$ cat config.mk
export PLATFORM = sky130hd
export DESIGN_NAME = pc_unit
export DESIGN_NICKNAME = d
export VERILOG_FILES = /design/src/rtl/pc_unit_pkg.sv /design/src/rtl/pc_unit_ras.sv /design/src/rtl/pc_unit.sv
export SDC_FILE = /design/constraint.sdc
export NUM_CORES = 1
export LEC_CHECK = 0
export CORE_MARGIN = 2
export CORE_UTILIZATION = 50
export CTS_CLUSTER_SIZE = 16
export DETAILED_ROUTE_END_ITERATION = 12
export PLACE_DENSITY = 0.8
export SLEW_MARGIN = 20
export SYNTH_ARGS = -nofsm -noshare
export SYNTH_HDL_FRONTEND = slang
export SYNTH_SLANG_ARGS = --single-unit
export TNS_END_PERCENT = 100
$ cat constraint.sdc
create_clock -name clock -period 6.6 [get_ports clock]
set_input_delay 1.65 -clock clock [delete_from_list [all_inputs] [get_ports clock]]
set_output_delay 1.65 -clock clock [all_outputs]
set_load 0.03 [all_outputs]
$ cat src/rtl/pc_unit_pkg.sv
// Shared definitions for the program-counter unit: next-PC source codes
// (also used by the control unit) and a width helper.
package pc_unit_pkg;

  localparam logic [2:0] PCSRC_SEQ    = 3'd0;
  localparam logic [2:0] PCSRC_REL    = 3'd1;
  localparam logic [2:0] PCSRC_ABS    = 3'd2;
  localparam logic [2:0] PCSRC_RET    = 3'd3;
  localparam logic [2:0] PCSRC_REG    = 3'd4;
  localparam logic [2:0] PCSRC_REGREL = 3'd5;
  localparam logic [2:0] PCSRC_TRAP   = 3'd6;
  localparam logic [2:0] PCSRC_RSVD   = 3'd7;

  function automatic int clog2(input int value);
    int result;
    result = 0;
    while ((1 << result) < value) result = result + 1;
    return result;
  endfunction

endpackage

$ cat src/rtl/pc_unit_ras.sv
// Circular return-address stack: push, pop, or replace-top in one cycle, with
// a saturating entry count and sticky overflow/underflow flags.
module ras_stack
  import pc_unit_pkg::*;
#(
  parameter int WIDTH = 16,
  parameter int DEPTH = 4
) (
  input  logic                   clock,
  input  logic                   reset,
  input  logic                   push,
  input  logic                   pop,
  input  logic [WIDTH-1:0]       pushData,
  output logic [WIDTH-1:0]       topData,
  output logic [clog2(DEPTH):0]  count,
  output logic                   empty,
  output logic                   overflow,
  output logic                   underflow
);

  localparam int PTR_W = clog2(DEPTH);
  localparam logic [PTR_W:0] FULL_COUNT = (PTR_W + 1)'(DEPTH);

  logic [WIDTH-1:0] entries [DEPTH];
  logic [PTR_W-1:0] topPtr;
  logic             full;

  assign empty   = (count == '0);
  assign full    = (count == FULL_COUNT);
  assign topData = entries[topPtr];

  // A push into a full stack just advances the pointer, so the oldest entry
  // is the one overwritten; a pop from empty leaves everything but the flag.
  always_ff @(posedge clock) begin
    if (reset) begin
      topPtr    <= '0;
      count     <= '0;
      overflow  <= 1'b0;
      underflow <= 1'b0;
    end else begin
      if (pop && empty) underflow <= 1'b1;
      if (push && !pop) begin
        topPtr <= topPtr + PTR_W'(1);
        if (full) overflow <= 1'b1;
        else      count    <= count + 1'b1;
      end else if (pop && !push && !empty) begin
        topPtr <= topPtr - PTR_W'(1);
        count  <= count - 1'b1;
      end
    end
  end

  always_ff @(posedge clock) begin
    if (!reset) begin
      if (push && !pop)               entries[topPtr + PTR_W'(1)] <= pushData;
      else if (push && pop && !empty) entries[topPtr]             <= pushData;
    end
  end

endmodule

$ cat src/rtl/pc_unit.sv
// Program counter with eight-way next-PC select, condition gating and a
// hardware return-address stack for call/return.
module pc_unit
  import pc_unit_pkg::*;
#(
  parameter int              WIDTH        = 16,
  parameter int              INC          = 2,
  parameter int              RAS_DEPTH    = 4,
  parameter logic [WIDTH-1:0] RESET_VECTOR = 16'h0000,
  parameter logic [WIDTH-1:0] TRAP_VECTOR  = 16'h0010
) (
  input  logic                      clock,
  input  logic                      reset,
  input  logic                      pcWrite,
  input  logic [2:0]                pcSrc,
  input  logic                      condEn,
  input  logic                      cond,
  input  logic [WIDTH-1:0]          offset,
  input  logic [WIDTH-1:0]          absAddr,
  input  logic [WIDTH-1:0]          regVal,
  input  logic                      call,
  output logic [WIDTH-1:0]          pcCur,
  output logic [WIDTH-1:0]          pcNext,
  output logic                      taken,
  output logic [clog2(RAS_DEPTH):0] rasCount,
  output logic                      rasOverflow,
  output logic                      rasUnderflow
);

  localparam logic [WIDTH-1:0] INC_W = WIDTH'(INC);

  logic [WIDTH-1:0] seqPc;
  logic [WIDTH-1:0] rasTop;
  logic             rasEmpty;
  logic             gateOpen;
  logic             push;
  logic             pop;

  assign seqPc    = pcCur + INC_W;
  assign gateOpen = !condEn || cond;
  assign push     = pcWrite && call &&
                    (taken || pcSrc == PCSRC_SEQ || pcSrc == PCSRC_RSVD);
  assign pop      = pcWrite && taken && (pcSrc == PCSRC_RET);

  // A closed condition gate forces the sequential path regardless of source.
  always_comb begin
    pcNext = seqPc;
    taken  = 1'b0;
    if (gateOpen) begin
      case (pcSrc)
        PCSRC_REL:    begin pcNext = pcCur + offset;  taken = 1'b1; end
        PCSRC_ABS:    begin pcNext = absAddr;         taken = 1'b1; end
        PCSRC_RET:    begin pcNext = rasEmpty ? TRAP_VECTOR : rasTop; taken = 1'b1; end
        PCSRC_REG:    begin pcNext = regVal;          taken = 1'b1; end
        PCSRC_REGREL: begin pcNext = pcCur + regVal;  taken = 1'b1; end
        PCSRC_TRAP:   begin pcNext = TRAP_VECTOR;     taken = 1'b1; end
        default:      begin pcNext = seqPc;           taken = 1'b0; end
      endcase
    end
  end

  always_ff @(posedge clock) begin
    if (reset)        pcCur <= RESET_VECTOR;
    else if (pcWrite) pcCur <= pcNext;
  end

  ras_stack #(
    .WIDTH (WIDTH),
    .DEPTH (RAS_DEPTH)
  ) u_ras (
    .clock     (clock),
    .reset     (reset),
    .push      (push),
    .pop       (pop),
    .pushData  (seqPc),
    .topData   (rasTop),
    .count     (rasCount),
    .empty     (rasEmpty),
    .overflow  (rasOverflow),
    .underflow (rasUnderflow)
  );

endmodule

==> results by group, run 1 <==
Run status
  – Status: finished clean

Clocking
  – Sink Count: 89
  – Htree depth: 3
  – CTS tree: built
  – Root cell of the clock tree: clkbuf_8
  – Reg clk slew, reported paths: 0.08 ns
  – TritonCTS buffer count: 9
  – Setup Buffers After CTS: 0
  – Cts repair resizes: 2
  – Post-CTS Hold Fix Bufs: 0
  – Clock Tree Buf Depth: 2
  – Clock Latency Late Sink: 0.36 ns

Pwr
  – Worst vdd ir: 202 uV
  – Leak Pwr: 2.50 nW
  – PD cells: 216 nW/um2

GRT
  – Vias in the first global route: 4425
  – First-pass GRT wire length: 23700 um
  – Remaining Overflow, GRT: 0
  – Largest net degree at the start of global routing: 28
  – Initial antenna violation count: 0
  – Gr usage total: 0.276

Synthesis
  – Largest cells by area after synthesis: edfxtp_1 (36%), dfxtp_1 (9.4%), mux4_2 (6.8%)
  – Largest area contributor in the netlist: edfxtp_1
  – YS warnings: 0
  – Number of library cell types mapped by synthesis: 60
  – Cells after Synth: 487
  – Post-synthesis sequential area ratio: 0.457
  – EDFF count, synth: 64
  – Seq cells post-synth: 89
  – Async S/R FF share, synth: 0
  – Dominant synthesized flop cell: edfxtp_1
  – Top-area cell type share of the netlist area: 0.362
  – Syn Nets: 565
  – Cell area after synthesis: 5300 um2
  – Syn_area_per_cell: 10.9 um2
  – Most frequent cell after synthesis: edfxtp_1
  – Post-synth top cells: edfxtp_1 (64), nor2_1 (43), a21oi_1 (36)

Timing
  – Final Hold Slack: 0.466 ns
  – Final number of hold-violating endpoints: 0
  – Min Tclk post-route: 6.40 ns
  – Final Max Slew Viols: 0
  – Final period util: 0.969
  – Relative slew margins: 0.337
  – Post-route setup TNS: 0 ns
  – Final clock skew: 0.0118 ns
  – Achievable Freq: 0.156 GHz
  – Worst Tran Pin Value: 0.992 ns
  – # setup viols final: 0

Worst setup path
  – R2R Path Start: pcCur[1]
  – Crit Path Class: in -> out
  – Crit-path cells: clkdlybuf4s50_1 > nand3b_1 > buf_12 > mux2_2 > ha_1 > a21oi_1 > buf_4 > a211oi_2 > nor2_1 > buf_4 > o2111a_1 > nor3_1 > nor2_1 > buf_4
  – Required time of the critical path: 4.95 ns
  – RR Endpoint: pcCur[10]
  – Worst-path maximum fanout: 14
  – Startpoint types: input port
  – R2R depth: 8
  – Slowest CP cell: clkdlybuf4s50_1
  – Worst path max stage delay: 0.47 ns
  – CP dominant cell by count: buf_4
  – WP data arrival: 4.75 ns
  – Crit path capture type: primary output
  – FF-to-FF setup slack: 3.90 ns

Floorplanning
  – Starting density of the core: 0.514
  – Die Wd: 107 um
  – Core Rows: 37
  – I/O Pins: 95
  – Die height: 107 um
  – Core Box Area: 10300 um2
  – Die Area: 11400 um2

Run
  – Max-cap viol count: 0

Cells and area
  – Antenna diode count: 0
  – Number of fill cells: 800
  – Layout net count: 685
  – Layout cells sized above 1: 0.181
  – Post-layout util: 0.667
  – Layout area overhead: 29.9%

Placed design
  – Dpl hpwl: 11800 um
  – # port buffers: 94
  – GP Congestion: 0.904

Drt
  – Drt wl/cell: 20.7 um
  – DRC: 0
  – Vias per cell: 6.12
  – DR pass1 iterations: 5
  – Antenna Nets Post-Route: 0
  – Vias: 4580
  – DRT Wirelength: 15500 um
  – Initial DRC count: 476

Min path
  – Hold Startpoint: u_ras.underflow
  – Hold Crit Class: reg -> reg
  – Hold EP: u_ras.underflow
  – Worst Hold Path Cells: 2
registers in the layout, indices dropped and copies added (netlist names), named ones only:
name / flops
u_ras.entries: 64
pcCur: 16
u_ras.count: 3
u_ras.topPtr: 2
u_ras.overflow: 1
u_ras.underflow: 1
power by group:
group	internal [mW]	switching, mW	leakage, nW
sequential	0.621	0.0264	0.780
combinational	0.203	0.245	1.62
clock	0.211	0.182	0.108
metal layers:
metal	track usage	wire, um
met3	0.0286	1080
met4	0.102	444
met1	0.404	6750
met2	0.428	7200
met5	0	0
worst max-delay path, delay by kind of cell:
| kind | cells | cell delay (ns) |
|---|---|---|
| AND/OR/NAND/NOR | 4 | 0.69 |
| AO/OA/AOI/OAI | 3 | 0.58 |
| multiplexers | 1 | 0.35 |
| adder cells (fa/ha/maj) | 1 | 0.34 |
| buffers and inverters | 5 | 1.12 |
cells in the final DEF (no fill, tap or decap), types with 17 or more instances in the layout:
cell type        synthesis  routed
a21oi_1                 36      33
buf_4                    6      48
clkdlybuf4s50_1          0      80
dfxtp_1                 25      25
edfxtp_1                64      64
ha_1                    19      18
inv_1                   18      18
nand2_1                 27      27
nor2_1                  43      43
xnor2_1                 17      17
cell type report:
| class | count | area (um2) | area share |
|---|---|---|---|
| clock inverter | 6 | 82.6 | 0.0120 |
| tap | 136 | 170 | 0.0247 |
| multi-input combinational | 352 | 2720 | 0.395 |
| sequential | 89 | 2420 | 0.352 |
| timing repair buffer | 136 | 1290 | 0.188 |
| clock buffer | 10 | 128 | 0.0185 |
| inverter | 19 | 71.3 | 0.0104 |
logic make-up (layout without fill, tap and decap cells):
group | Yosys count | count (layout) | share of synthesized area
compound gates | 120 | 120 | 0.154
flops | 89 | 89 | 0.457
xor+xnor | 24 | 24 | 0.0396
simple gates | 147 | 147 | 0.142
buf+inv | 46 | 171 | 0.0378
fa+ha+maj | 21 | 21 | 0.0524
mux | 40 | 40 | 0.117
worst max path at each step:
stage                        start          to
after floorplan           pcSrc[1]  pcNext[13]
after global placement    pcSrc[1]  pcNext[13]
after detailed placement  pcSrc[1]  pcNext[13]
after CTS                 pcSrc[1]  pcNext[13]
after global routing      pcSrc[1]  pcNext[15]
final                     pcSrc[1]  pcNext[11]
stage by stage:
stage          area (um2)  std cells  power [mW]  setup WS [ns]
3_3_place_gp         6660        732        1.09        -0.0570
3_5_place_dp         6660        732        1.10         -0.104
4_1_cts              6870        748        1.49          0.126
5_1_grt              6890        748        1.55      -0.000107
2_1_floorplan        5300        487       0.903          0.447
6_report             6890        748        1.49          0.202
(Power assumes the default switching activity.)
==> run 2, diff against run 1 <==
CTS_BUF_LIST = sky130_fd_sc_hd__clkbuf_16   (was not set)
clock period = 6.85 ns   (was 6.6 ns; I/O delays follow)
==> run 2 against run 1 <==
  * Setup slack worse by 0.068 ns
  * Final area down 1.1%
  * Die area unchanged
  * Clock power up 6.1%
  * Critical path depth unchanged
  * Count of clock-buffer cells in the layout down 1
  * Critical path type unchanged
  * Highest routed layer unchanged
==> results by group, run 2 (synthesized netlist as in run 1, its figures left out) <==
Worst setup path
  – FF-to-FF setup slack: 4.18 ns (+0.28 ns)
  – Slowest CP cell: clkdlybuf4s50_1
  – Worst-path maximum fanout: 16 (+2)
  – Crit-path cells: clkdlybuf4s50_1 > nand3b_1 > buf_12 > mux2_2 > ha_1 > a21oi_1 > buf_4 > a211oi_1 > nor2_1 > buf_4 > o2111a_1 > nor3_1 > nor2_1 > buf_4
  – Worst path max stage delay: 0.48 ns (about the same)
  – Startpoint types: input port
  – Top delay family on crit path: buffers and inverters
  – CP bufs+invs: 5 (unchanged)
  – Crit Path Class: in -> out
  – WP data arrival: 5.00 ns (+0.25 ns)
  – Required time of the critical path: 5.14 ns (+0.19 ns)
  – CP dominant cell by count: buf_4
  – Crit path capture type: primary output

Drt
  – Drt wl/cell: 21.3 um (+3.1%)
  – Initial DRC count: 385 (-19%)
  – DRC: 0 (unchanged)
  – DRT Wirelength: 15700 um (+1.4%)
  – Vias: 4488 (-2.0%)
  – DR pass1 iterations: 5 (unchanged)
  – Vias per cell: 6.10 (-0.41%)
  – Antenna Nets Post-Route: 0 (unchanged)

Pwr
  – PD cells: 214 nW/um2 (-0.91%)
  – Worst vdd ir: 273 uV (+36%)
  – Leak Pwr: 2.49 nW (-0.72%)

Cells and area
  – Post-route cell area: 6810 um2 (-1.1%)
  – Layout area overhead: 28.5%
  – Layout net count: 674 (-1.6%)
  – Antenna diode count: 0 (unchanged)
  – Largest register FFs: 64 (unchanged)
  – Most frequent cells in the layout: clkdlybuf4s50_1 (80), edfxtp_1 (64), nor2_1 (43)
  – Post-layout util: 0.660 (-0.00715)
  – Largest registers: u_ras.entries (64), pcCur (16), u_ras.count (3)
  – Area of the multi-input gates: 2690 um2 (-0.92%)
  – Finished Layout Cells: 736 (-1.6%)
  – Register area: 2420 um2 (unchanged)
  – Commonest non-fill, non-tap cell in the layout: clkdlybuf4s50_1
  – Largest register by flop count: u_ras.entries
  – Number of fill cells: 800 (unchanged)
  – Layout cells sized above 1: 0.148 (-0.0330)

GRT
  – GR peak layer: met2
  – Initial antenna violation count: 0 (unchanged)
  – Remaining Overflow, GRT: 0 (unchanged)
  – M3 GR Usage: 0.0353 (+0.00669)
  – First-pass GRT wire length: 23700 um (about the same)
  – Vias in the first global route: 4422 (-0.068%)
  – GRT met1 Usage: 0.385 (-0.0189)
  – Largest net degree at the start of global routing: 28 (unchanged)
  – Met2 global-route usage: 0.451 (+0.0232)
  – Gr usage total: 0.277 (+0.000678)

Floorplanning
  – Core Box Area: 10300 um2 (unchanged)
  – Starting density of the core: 0.514 (unchanged)
  – Core Rows: 37 (unchanged)
  – Die Wd: 107 um (unchanged)
  – Die Area: 11400 um2 (unchanged)
  – Die height: 107 um (unchanged)
  – I/O Pins: 95 (unchanged)

Placed design
  – Placed Instances: 721 (-1.5%)
  – Post-Place Cell Area: 6560 um2 (-1.4%)
  – Dpl hpwl: 11800 um (-0.13%)
  – # port buffers: 94 (unchanged)
  – GP Congestion: 0.923 (+2.1%)

Timing
  – Final clock skew: 0.00620 ns (-0.00559 ns)
  – Final Hold Slack: 0.461 ns (-0.00525 ns)
  – Min Tclk post-route: 6.72 ns
  – Final period util: 0.980
  – RSZ-0062 raised after global routing: false
  – # setup viols final: 0 (unchanged)
  – Achievable Freq: 0.149 GHz
  – Final Max Slew Viols: 0 (unchanged)
  – Worst Tran Pin Value: 1.02 ns (+0.0237 ns)
  – Relative slew margins: 0.321 (-0.0158)
  – Post-route setup TNS: 0 ns (unchanged)
  – Final number of hold-violating endpoints: 0 (unchanged)

Min path
  – Hold Crit Class: reg -> reg

Clocking
  – Sink Count: 89 (unchanged)
  – Clock Tree Buf Depth: 2 (unchanged)
  – TritonCTS buffer count: 9 (unchanged)
  – Root cell of the clock tree: clkbuf_16
  – Clock Latency Late Sink: 0.34 ns (-0.02 ns)
  – Htree depth: 3 (unchanged)
  – CTS tree: built
  – Reg clk slew, reported paths: 0.06 ns (-0.02 ns)

Run
  – Max-cap viol count: 0 (unchanged)

Run status
  – Status: finished clean
[run 2: cell count changes in the layout (fill, tap and decap cells not counted), sizes merged]
cell and change:
inv +4, clkinv -2, clkbuf -2, bufinv -2, dlymetal6s2s +1, buf -11
[run 2: per-stage QoR]
step | setup WS (ns) | power (mW)
floorplan | 0.572 | 0.870
CTS | 0.0622 | 1.46
detailed placement | -0.00417 | 1.05
global placement | 0.0333 | 1.04
finish | 0.134 | 1.46
global route | 0.0380 | 1.52
[run 2: area by class of cell]
| type | count | share of cell area |
|---|---|---|
| inverters | 19 | 0.0105 |
| well taps | 136 | 0.0250 |
| repair buffers | 125 | 0.177 |
| flip-flops and latches | 89 | 0.356 |
| clock inverters | 6 | 0.00349 |
| multi-input cells | 352 | 0.395 |
| clock buffers | 9 | 0.0331 |
[run 2: power by group]
part	switching (mW)	internal [mW]	leakage, nW
Sequential	0.0258	0.599	0.780
Combinational	0.230	0.187	1.57
Clock	0.182	0.236	0.138
[run 2: final timing paths]
check,cells past startpoint,start,to
max reg2reg,9,pcCur[1],pcCur[8]
max,14,pcSrc[1],pcNext[11]
min reg2reg,2,u_ras.underflow,u_ras.underflow
min,2,u_ras.underflow,u_ras.underflow
[run 2: what timing repair did]
| item | in CTS | in global routing |
|---|---|---|
| resized for setup | 1 | 1 |
| hold buffers | 0 | 0 |
| setup buffers | 0 | 0 |
| endpoints found under the setup margin | 1 | 1 |
| hold endpoints to repair | 0 | 0 |
[run 2: metal layers]
layer	share of wire	up-vias	wire length, um
met5	0	-	0
met4	0.022	0	342
met3	0.074	26	1170
met2	0.48	209	7490
met1	0.43	2157	6700
li1	-	2096	-
[run 2: tightest hold or removal path: stages, from the launching register on]
cell and delay (ns):
dfxtp_1 0.31, inv_1 0.05, a21oi_1 0.05
